===== src/rtl/network_interface_if.sv =====
// Core- and switch-facing signals of the network interface, bundled so one port carries both directions.
// slave = the interface block itself, master = the core/switch environment that drives it.
interface network_interface_if #(
  parameter int PACKET_WIDTH = 48
);
  logic                    tx_valid;
  logic                    tx_ready;
  logic [3:0]              tx_dest;
  logic [31:0]             tx_data;
  logic [PACKET_WIDTH-1:0] pkt_out;
  logic                    busy_in;
  logic [PACKET_WIDTH-1:0] pkt_in;
  logic                    busy_out;
  logic                    rx_valid;
  logic                    rx_ready;
  logic [3:0]              rx_src;
  logic [6:0]              rx_seq;
  logic [31:0]             rx_data;
  logic                    err_misroute;

  modport slave (
    input  tx_valid, tx_dest, tx_data, busy_in, pkt_in, rx_ready,
    output tx_ready, pkt_out, busy_out, rx_valid, rx_src, rx_seq, rx_data, err_misroute
  );

  modport master (
    output tx_valid, tx_dest, tx_data, busy_in, pkt_in, rx_ready,
    input  tx_ready, pkt_out, busy_out, rx_valid, rx_src, rx_seq, rx_data, err_misroute
  );
endinterface


===== src/rtl/network_interface.sv =====
// Mesh local-port NI: packetizes core TX into a FIFO toward the switch (pops while busy_in low, one flit/cycle),
// and holds one received packet for the core behind a valid/ready handshake, back-pressuring the switch with busy_out.
module network_interface #(
  parameter int ID           = 0,
  parameter int PACKET_WIDTH = 48,
  parameter int DEPTH        = 4
) (
  input  logic               clk,
  input  logic               reset,
  network_interface_if.slave ni
);
  localparam int              AW       = $clog2(DEPTH);
  localparam int              CW       = AW + 1;
  localparam logic [3:0]      NODE_ID  = 4'(ID);
  localparam logic [CW-1:0]   FULL_CNT = CW'(DEPTH);

  logic [PACKET_WIDTH-1:0] mem_q [DEPTH];
  logic [AW-1:0]           wr_ptr_q;
  logic [AW-1:0]           rd_ptr_q;
  logic [CW-1:0]           count_q;
  logic [CW-1:0]           count_d;
  logic [6:0]              seq_q;
  logic                    full;
  logic                    empty;
  logic                    push;
  logic                    pop;

  logic                    rx_full_q;
  logic [3:0]              rx_src_q;
  logic [6:0]              rx_seq_q;
  logic [31:0]             rx_data_q;
  logic                    err_q;
  logic                    capture;

  assign full  = (count_q == FULL_CNT);
  assign empty = (count_q == '0);
  assign push  = ni.tx_valid && ni.tx_ready;
  assign pop   = !empty && !ni.busy_in;

  assign ni.tx_ready = !full && !reset;
  // Head comes straight from storage, so tx_* never reaches pkt_out combinationally.
  assign ni.pkt_out  = (reset || empty) ? '0 : mem_q[rd_ptr_q];

  always_comb begin
    count_d = count_q;
    if (push && !pop) begin
      count_d = count_q + 1'b1;
    end else if (!push && pop) begin
      count_d = count_q - 1'b1;
    end
  end

  always_ff @(posedge clk) begin
    if (push) begin
      mem_q[wr_ptr_q] <= {1'b1, ni.tx_dest, NODE_ID, seq_q, ni.tx_data};
    end
  end

  always_ff @(posedge clk) begin
    if (reset) begin
      wr_ptr_q <= '0;
      rd_ptr_q <= '0;
      count_q  <= '0;
      seq_q    <= '0;
    end else begin
      count_q <= count_d;
      if (push) begin
        wr_ptr_q <= wr_ptr_q + 1'b1;
        seq_q    <= seq_q + 7'd1;
      end
      if (pop) begin
        rd_ptr_q <= rd_ptr_q + 1'b1;
      end
    end
  end

  // A valid flit arriving while full is a switch protocol violation and is dropped silently.
  assign capture = ni.pkt_in[PACKET_WIDTH-1] && !rx_full_q;

  always_ff @(posedge clk) begin
    if (reset) begin
      rx_full_q <= 1'b0;
      rx_src_q  <= '0;
      rx_seq_q  <= '0;
      rx_data_q <= '0;
      err_q     <= 1'b0;
    end else if (capture) begin
      rx_full_q <= 1'b1;
      rx_src_q  <= ni.pkt_in[42:39];
      rx_seq_q  <= ni.pkt_in[38:32];
      rx_data_q <= ni.pkt_in[31:0];
      if (ni.pkt_in[46:43] != NODE_ID) begin
        err_q <= 1'b1;
      end
    end else if (rx_full_q && ni.rx_ready) begin
      rx_full_q <= 1'b0;
    end
  end

  assign ni.busy_out     = rx_full_q || reset;
  assign ni.rx_valid     = rx_full_q && !reset;
  assign ni.rx_src       = rx_src_q;
  assign ni.rx_seq       = rx_seq_q;
  assign ni.rx_data      = rx_data_q;
  assign ni.err_misroute = err_q;
endmodule


===== src/flat_wrapper.sv =====
// flat-port wrapper written by rule: the top's interface ports become plain ports
module network_interface_flat 
#(
  parameter int ID           = 0,
  parameter int PACKET_WIDTH = 48,
  parameter int DEPTH        = 4
)
  (clk, reset, ni_tx_valid, ni_tx_dest, ni_tx_data, ni_busy_in, ni_pkt_in, ni_rx_ready, ni_tx_ready, ni_pkt_out, ni_busy_out, ni_rx_valid, ni_rx_src, ni_rx_seq, ni_rx_data, ni_err_misroute);
  network_interface_if #(.PACKET_WIDTH(PACKET_WIDTH)) ni_i ();
  input  logic clk;
  input  logic reset;
  input wire logic [$bits(ni_i.tx_valid)-1:0] ni_tx_valid;
  input wire logic [$bits(ni_i.tx_dest)-1:0] ni_tx_dest;
  input wire logic [$bits(ni_i.tx_data)-1:0] ni_tx_data;
  input wire logic [$bits(ni_i.busy_in)-1:0] ni_busy_in;
  input wire logic [$bits(ni_i.pkt_in)-1:0] ni_pkt_in;
  input wire logic [$bits(ni_i.rx_ready)-1:0] ni_rx_ready;
  output wire logic [$bits(ni_i.tx_ready)-1:0] ni_tx_ready;
  output wire logic [$bits(ni_i.pkt_out)-1:0] ni_pkt_out;
  output wire logic [$bits(ni_i.busy_out)-1:0] ni_busy_out;
  output wire logic [$bits(ni_i.rx_valid)-1:0] ni_rx_valid;
  output wire logic [$bits(ni_i.rx_src)-1:0] ni_rx_src;
  output wire logic [$bits(ni_i.rx_seq)-1:0] ni_rx_seq;
  output wire logic [$bits(ni_i.rx_data)-1:0] ni_rx_data;
  output wire logic [$bits(ni_i.err_misroute)-1:0] ni_err_misroute;
  assign ni_i.tx_valid = ni_tx_valid;
  assign ni_i.tx_dest = ni_tx_dest;
  assign ni_i.tx_data = ni_tx_data;
  assign ni_i.busy_in = ni_busy_in;
  assign ni_i.pkt_in = ni_pkt_in;
  assign ni_i.rx_ready = ni_rx_ready;
  assign ni_tx_ready = ni_i.tx_ready;
  assign ni_pkt_out = ni_i.pkt_out;
  assign ni_busy_out = ni_i.busy_out;
  assign ni_rx_valid = ni_i.rx_valid;
  assign ni_rx_src = ni_i.rx_src;
  assign ni_rx_seq = ni_i.rx_seq;
  assign ni_rx_data = ni_i.rx_data;
  assign ni_err_misroute = ni_i.err_misroute;
  network_interface #(.ID(ID), .PACKET_WIDTH(PACKET_WIDTH), .DEPTH(DEPTH)) u_core (.clk(clk), .reset(reset), .ni(ni_i));
endmodule

===== config.mk =====
export PLATFORM = sky130hd
export DESIGN_NAME = network_interface_flat
export DESIGN_NICKNAME = d
export VERILOG_FILES = /design/src/rtl/network_interface_if.sv /design/src/rtl/network_interface.sv /design/src/flat_wrapper.sv
export SDC_FILE = /design/constraint.sdc
export NUM_CORES = 1
export LEC_CHECK = 0
export ABC_CLOCK_PERIOD_IN_PS = 5400
export CAP_MARGIN = 10
export CORE_ASPECT_RATIO = 0.75
export CORE_MARGIN = 1
export CORE_UTILIZATION = 55
export CTS_BUF_LIST = sky130_fd_sc_hd__clkbuf_2
export DETAILED_ROUTE_END_ITERATION = 8
export GPL_TIMING_DRIVEN = 1
export PLACE_DENSITY_LB_ADDON = 0.12
export SYNTH_ARGS = -nofsm -noshare
export SYNTH_HDL_FRONTEND = slang
export SYNTH_SLANG_ARGS = --single-unit

===== constraint.sdc =====
create_clock -name clk -period 5.4 [get_ports clk]
set_clock_uncertainty 0.05 [all_clocks]
set_input_delay 0.54 -clock clk [delete_from_list [all_inputs] [get_ports clk]]
set_output_delay 0.54 -clock clk [all_outputs]
set_load 0.01 [all_outputs]

==> parameters.txt, run 1 <==
Parameter                              Value

Global route
  M3 GR Usage    0.0630
  Met2 Usage GRT    0.359
  Global Route met1 Usage    0.271
  Number of antenna violations at the first check in global routing    0
  Leftover overflow at the end of global routing    0
  Most Crowded Layer GR    met2
  All-layer global routing usage    0.215
  First-pass GRT wire length    27.6 mm
  Largest net degree at the start of global routing    64
  Via count of the first global-routing pass    5563

Yosys
  Distinct cells, synth    36
  Area of the mapped netlist    8920 um^2
  Synth warnings    0
  EDFF count, synth    172
  Number of synthesized register bits    233
  Cells after Synth    559
  Share of flip-flops with an asynchronous set or reset    0
  Share of synthesized area occupied by flip-flops and latches    0.716
  Average cell area after synthesis    16.0 um^2
  Most frequently used flop master after synthesis    edfxtp_1

Die
  Die Span Y    112 um
  Initial standard-cell utilization of the core    0.575
  Die ar.    16700 um^2
  Die width    149 um
  Rows    39
  Core outline area    15500 um^2
  Number of ports placed on the die boundary    184

Placement
  Final HPWL DP    10.8 mm
  GPL Wtd Cong    0.737
  Placed Cells incl. Taps    917
  Worst setup slack after placement    2.09 ns
  Port-buffer cells    179

Detailed routing
  Via total after detailed routing    5199
  Vias per cell    5.16
  Average wire per cell in the routed design    17.1 um
  Count of nets left with antenna violations after detail routing    0
  Routed wire length    17.2 mm
  Remaining design rule violation count    0
  Detailed router's first-iteration violation count    278
  TritonRoute pass-1 iters    4

Worst setup path
  Category of the critical setup timing path    flop to output pin
  Arr. time, crit path    3.02 ns
  Launching point of the worst reg2reg path    u_core.count_q[0]$_SDFFE_PP0P_
  Number of cell instances on the worst register-to-register path    8
  Family of cells with the greatest summed delay on the critical path    flip-flops
  Worst path required time    4.81 ns
  Critical Path Sink Type    output pin
  Internal reg-to-reg setup slack    2.84 ns
  Worst flop-to-flop path endpoint    u_core.count_q[2]$_SDFFE_PP0P_
  CP bufs+invs    1
  Type of origin of the critical path    flop
  CP max stage cell    dfxtp_4
  Max FO, Critical Path    43
  Worst path max stage delay    0.93 ns
  Critical path cell sequence    mux4_1 > and2_1 > clkdlybuf4s50_1

Job
  Count of maximum capacitance violations    0

Timing
  Minimum hold slack    0.299 ns
  Setup repair after global routing missed its margin    false
  Setup total negative slack    0 ns
  Final hold viol count    0
  Post-route fraction of the period consumed by the critical path    0.669
  Worst-margin pin slew    1.16 ns
  Time the worst path needs with I/O delays and setup    3.61 ns
  Fmax    277 MHz
  Number of slew-limit violations in the final report    0
  Fin worst setup slack    1.79 ns
  Setup violations, final    0
  Slew HR    0.229

Hold path
  Count of cells along the worst hold path    3
  Startpoint of the lowest-slack hold path    ni_pkt_in[1]
  Hold WC Path Type    input port to flop
  Worst hold endpoint    u_core.ni.rx_data[1]$_SDFFE_PP0P_

Finish
  Area growth from synthesis to layout    26.1%
  Antenna Cells    0
  Net total in the final layout    863
  Fraction of final layout cells sized beyond drive strength 1    0.179
  Number of non-filler instances in the completed layout    1008
  Fill cell count    1011

Clocking
  PostCTS Resize Cnt    0
  H-tree depth    2
  Clock transition at the register clock pins on the worst setup and hold paths after CTS    0.10 ns
  Skew-Pair Late Insertion Delay    0.73 ns
  Clock tree root driver cell    clkbuf_2
  Post-CTS setup buffer count    0
  Post-CTS Hold Fix Bufs    0
  TritonCTS clock tree    yes
  Clk sink count    233
  Clock tree buffer depth    3
  Total clock buffers created by CTS    53

Pwr
  Maximum resistive drop on vdd    181 uV
  Power density cells    375 nW/um^2
  Pleak    3.88 nW

Status
  Outcome    complete, no violations
-- tightest hold or removal path, stage by stage --
cell and delay [ns]:
clkdlybuf4s50_1 0.39, nand2_1 0.05, a21oi_1 0.05
-- per-stage QoR --
step | area [um^2] | total power [W] | util
6_report | 11200 | 0.00422 | 0.725
3_5_place_dp | 10800 | 0.00326 | 0.696
2_1_floorplan | 8930 | 0.00285 | -
4_1_cts | 11200 | 0.00428 | 0.725
3_3_place_gp | 10800 | 0.00324 | 0.696
5_1_grt | 11200 | 0.00446 | 0.725
-- registers in the layout, indices dropped and copies added, names as in the netlist, 2 cells and up, named ones only --
signal,flops
u_core.mem_q,172
u_core.ni.rx_data,32
u_core.ni.rx_seq,7
u_core.seq_q,7
u_core.ni.rx_src,4
u_core.count_q,3
u_core.rd_ptr_q,2
u_core.wr_ptr_q,2
-- layout make-up --
type / instances / area [um^2] / share of cell area
tap: 205 / 256 / 0.0228
clock buffer: 80 / 400 / 0.0356
clock inverter: 11 / 41.3 / 0.00367
inverter: 4 / 15.0 / 0.00133
multi-input combinational: 289 / 2300 / 0.205
sequential: 233 / 6390 / 0.568
timing repair buffer: 186 / 1840 / 0.164
-- worst max-delay path by stage --
stage / from / end / slack (ns) / cells after the start
2_1_floorplan: reset / u_core.mem_q[0][0]$_DFFE_PP_ / 2.73 / 5
3_3_place_gp: reset / ni_pkt_out[33] / 2.17 / 4
3_5_place_dp: reset / ni_pkt_out[36] / 2.09 / 4
4_1_cts: flop / ni_pkt_out[1] / 1.67 / 3
5_1_grt: flop / ni_pkt_out[1] / 1.55 / 3
6_report: flop / ni_pkt_out[1] / 1.79 / 3
-- cells by family (layout without fill, tap and decap cells) --
group	after synthesis	count (layout)	synth area share
DFF	233	233	0.716
buffers and inverters	40	281	0.0281
other	1	4	0.000421
and+or+nand+nor	174	174	0.0949
muxes	46	46	0.113
AOI/OAI and AO/OA	49	49	0.0278
xor gates and xnor gates	9	9	0.00884
adders and majority gates	7	7	0.0107
-- cell usage in the layout (no fill, tap or decap), types with 2 or more instances in the layout --
| cell type | n |
|---|---|
| conb_1 | 4 |
| and2_2 | 4 |
| o21ai_0 | 2 |
| xnor2_1 | 6 |
| clkbuf_2 | 80 |
| clkinv_1 | 9 |
| inv_1 | 4 |
| dfxtp_1 | 59 |
| xor2_1 | 3 |
| a21oi_1 | 46 |
| mux2i_1 | 3 |
| ha_1 | 6 |
| mux4_1 | 3 |
| and2_1 | 43 |
| nand3_1 | 2 |
| buf_4 | 7 |
| or2_2 | 2 |
| nand2_1 | 94 |
| inv_2 | 2 |
| nor2_1 | 13 |
| nor3_1 | 3 |
| clkdlybuf4s50_1 | 178 |
| nand2b_1 | 2 |
| mux4_2 | 40 |
| edfxtp_1 | 172 |
-- layer usage --
layer,vias up,share of wire
met1,2508,0.43
li1,2481,-
met4,0,0.024
met3,42,0.058
met2,168,0.49
met5,-,0
-- synth_stat cells, drive strengths merged, types with 4 or more instances --
cell / number / area, um^2
edfxtp: 172 / 5160
nand2: 94 / 353
dfxtp: 61 / 1220
and2: 47 / 294
a21oi: 46 / 230
mux4: 43 / 980
buf: 20 / 175
clkbuf: 16 / 60.1
nor2: 15 / 61.3
ha: 6 / 75.1
xnor2: 6 / 52.6
inv: 4 / 15.0
-- report_power, final --
part           switching (W)  total (W)  internal, W
Combinational       0.000410    0.00102     0.000610
Clock               0.000631    0.00102     0.000388
Sequential          0.000135    0.00218      0.00205
(Power assumes the default switching activity.)
==> run 2: changes to the inputs <==
- ABC_CLOCK_PERIOD_IN_PS: 5400 -> 3700
- CORE_UTILIZATION: 55 -> 53
- clock period: 5.4 -> 3.7 ns (I/O delays scaled with it)
==> parameters.txt, run 2 (same netlist as run 1, synthesis figures left out) <==
Parameter                              Value

Detailed routing
  Count of nets left with antenna violations after detail routing    0 (unchanged)
  Average wire per cell in the routed design    17.3 um (+1.1%)
  TritonRoute pass-1 iters    4 (unchanged)
  Vias per cell    5.14 (-0.33%)
  Via total after detailed routing    5218 (+0.37%)
  Routed wire length    17.5 mm (+1.8%)
  Detailed router's first-iteration violation count    226 (-19%)
  Remaining design rule violation count    0 (unchanged)

Hold path
  Count of cells along the worst hold path    3 (unchanged)
  Hold WC Path Type    input port to flop
  Startpoint of the lowest-slack hold path    ni_pkt_in[32]

Clocking
  Clock transition at the register clock pins on the worst setup and hold paths after CTS    0.11 ns (about the same)
  Post-CTS Hold Fix Bufs    1 (+1)
  Clock tree root driver cell    clkbuf_2
  Clock tree buffer depth    3 (unchanged)
  PostCTS Resize Cnt    0 (unchanged)
  Skew-Pair Late Insertion Delay    0.76 ns (+0.03 ns)
  H-tree depth    2 (unchanged)
  Post-CTS setup buffer count    0 (unchanged)
  Total clock buffers created by CTS    53 (unchanged)
  TritonCTS clock tree    yes
  Clk sink count    233 (unchanged)

Pwr
  Design internal power    0.00462 W (+52%)
  Maximum resistive drop on vdd    258 uV (+43%)
  Sequential power share    0.497 (-0.020)
  Power density cells    556 nW/um^2 (+48%)
  Switching share of power    0.272 (-0.00700)
  Power share of the clock group    0.255 (+0.013)
  Sw power    0.00172 W (+46%)
  Part of the total power dissipated in combinational logic    0.248 (+0.006)
  Pleak    3.93 nW (+1.4%)

Timing
  Final hold viol count    0 (unchanged)
  Setup violations, final    0 (unchanged)
  Setup repair after global routing missed its margin    false
  Fmax    299 MHz
  Worst-margin pin slew    0.819 ns (-0.337 ns)
  Time the worst path needs with I/O delays and setup    3.35 ns
  Slew HR    0.451 (+0.222)
  Number of slew-limit violations in the final report    0 (unchanged)
  Minimum hold slack    0.101 ns (-0.197 ns)
  Post-route fraction of the period consumed by the critical path    0.904
  Setup total negative slack    0 ns (unchanged)

Global route
  Via count of the first global-routing pass    5539 (-0.43%)
  Leftover overflow at the end of global routing    0 (unchanged)
  Largest net degree at the start of global routing    48 (-25%)
  All-layer global routing usage    0.211 (-0.00373)
  Number of antenna violations at the first check in global routing    1 (+1)
  First-pass GRT wire length    27.6 mm (+0.10%)

Finish
  Net total in the final layout    868 (+0.58%)
  Register with the highest flop count    u_core.mem_q
  Fraction of final layout cells sized beyond drive strength 1    0.187 (+0.00724)
  Most frequent standard cell in the layout excluding fill and tap cells    clkdlybuf4s50_1
  Flip-flop count of the largest register after layout    172 (unchanged)
  Area growth from synthesis to layout    27.8%
  Top library cells by usage in the layout, fill and taps aside    clkdlybuf4s50_1 (178), edfxtp_1 (172), nand2_1 (94), clkbuf_2 (81), dfxtp_1 (59)
  Share of the core filled with cells in the final layout    0.703 (-0.0220)

Die
  Die ar.    17400 um^2 (+3.7%)
  Initial standard-cell utilization of the core    0.550 (-0.0247)
  Die width    152 um (+1.8%)
  Core outline area    16200 um^2 (+4.5%)
  Die Span Y    114 um (+1.8%)
  Rows    40 (+2.6%)
  Number of ports placed on the die boundary    184 (unchanged)

Worst setup path
  Number of cell instances on the worst register-to-register path    8 (unchanged)
  Type of origin of the critical path    flop
  Critical Path Sink Type    output pin
  Crit path launch    u_core.count_q[0]$_SDFFE_PP0P_
  Worst path required time    3.28 ns (-1.53 ns)
  Launching point of the worst reg2reg path    u_core.count_q[0]$_SDFFE_PP0P_
  Category of the critical setup timing path    flop to output pin
  Max FO, Critical Path    29 (-33%)
  Arr. time, crit path    2.93 ns (-0.09 ns)

Status
  Outcome    complete, no violations

Job
  Count of maximum capacitance violations    0 (unchanged)

Placement
  Port-buffer cells    179 (unchanged)
  GPL Wtd Cong    0.729 (-1.1%)
  Final HPWL DP    11.2 mm (+3.6%)
run 2: changes by cell type in the layout (fill, tap and decap cells not counted), sizes merged:
| cell | delta |
|---|---|
| buf | +4 |
| clkbuf | +1 |
| diode | +1 |
| dlygate4sd3 | +1 |
| bufinv | +2 |
| clkinv | -6 |
| inv | -1 |
run 2: routing by layer:
metal  routed length (um)  track usage  vias up
met1                 7370        0.269     2515
met5                    0            0        -
met3                 1390       0.0701       22
li1                     -            -     2496
met2                 8480        0.334      185
met4                  288       0.0865        0
run 2: cell type report:
| type | instances | area (um^2) |
|---|---|---|
| diodes | 1 | 2.50 |
| multi-input cells | 289 | 2300 |
| well taps | 210 | 263 |
| fillers | 1115 | 4820 |
| flip-flops and latches | 233 | 6390 |
| inverters | 4 | 15.0 |
| repair buffers | 191 | 1940 |
| clock buffers | 81 | 405 |
| clock inverters | 6 | 75.1 |
run 2: worst paths after layout:
kind	to	slack, ns
hold / removal	u_core.ni.rx_seq[0]$_SDFFE_PP0P_	0.10
hold reg to reg	u_core.ni.rx_seq[6]$_SDFFE_PP0P_	0.41
setup / recovery	ni_pkt_out[34]	0.35
setup reg to reg	u_core.count_q[2]$_SDFFE_PP0P_	1.18
run 2: metrics by stage:
stage          instance area, um^2  setup WS, ns  instances  power [W]
2_1_floorplan                 8930          1.20        562    0.00416
3_3_place_gp                 10900         0.896        926    0.00478
3_5_place_dp                 10900         0.820        926    0.00481
4_1_cts                      11400         0.204       1014    0.00645
5_1_grt                      11400        0.0772       1014    0.00670
6_report                     11400         0.355       1015    0.00634
run 2: worst max-delay path: stages, from the launching register on:
cell	delay [ns]
dfxtp_1	0.47
nor3_1	0.16
nor2_4	0.54
buf_4	0.31
and2_1	0.15
clkdlybuf4s50_1	0.54
run 2: power groups by stage:
stage          registers, W  clock network, W  logic, W
3_3_place_gp        0.00321                 0   0.00157
2_1_floorplan       0.00312                 0   0.00105
5_1_grt             0.00319           0.00180   0.00171
6_report            0.00315           0.00161   0.00157
4_1_cts             0.00316           0.00169   0.00160
3_5_place_dp        0.00322                 0   0.00159
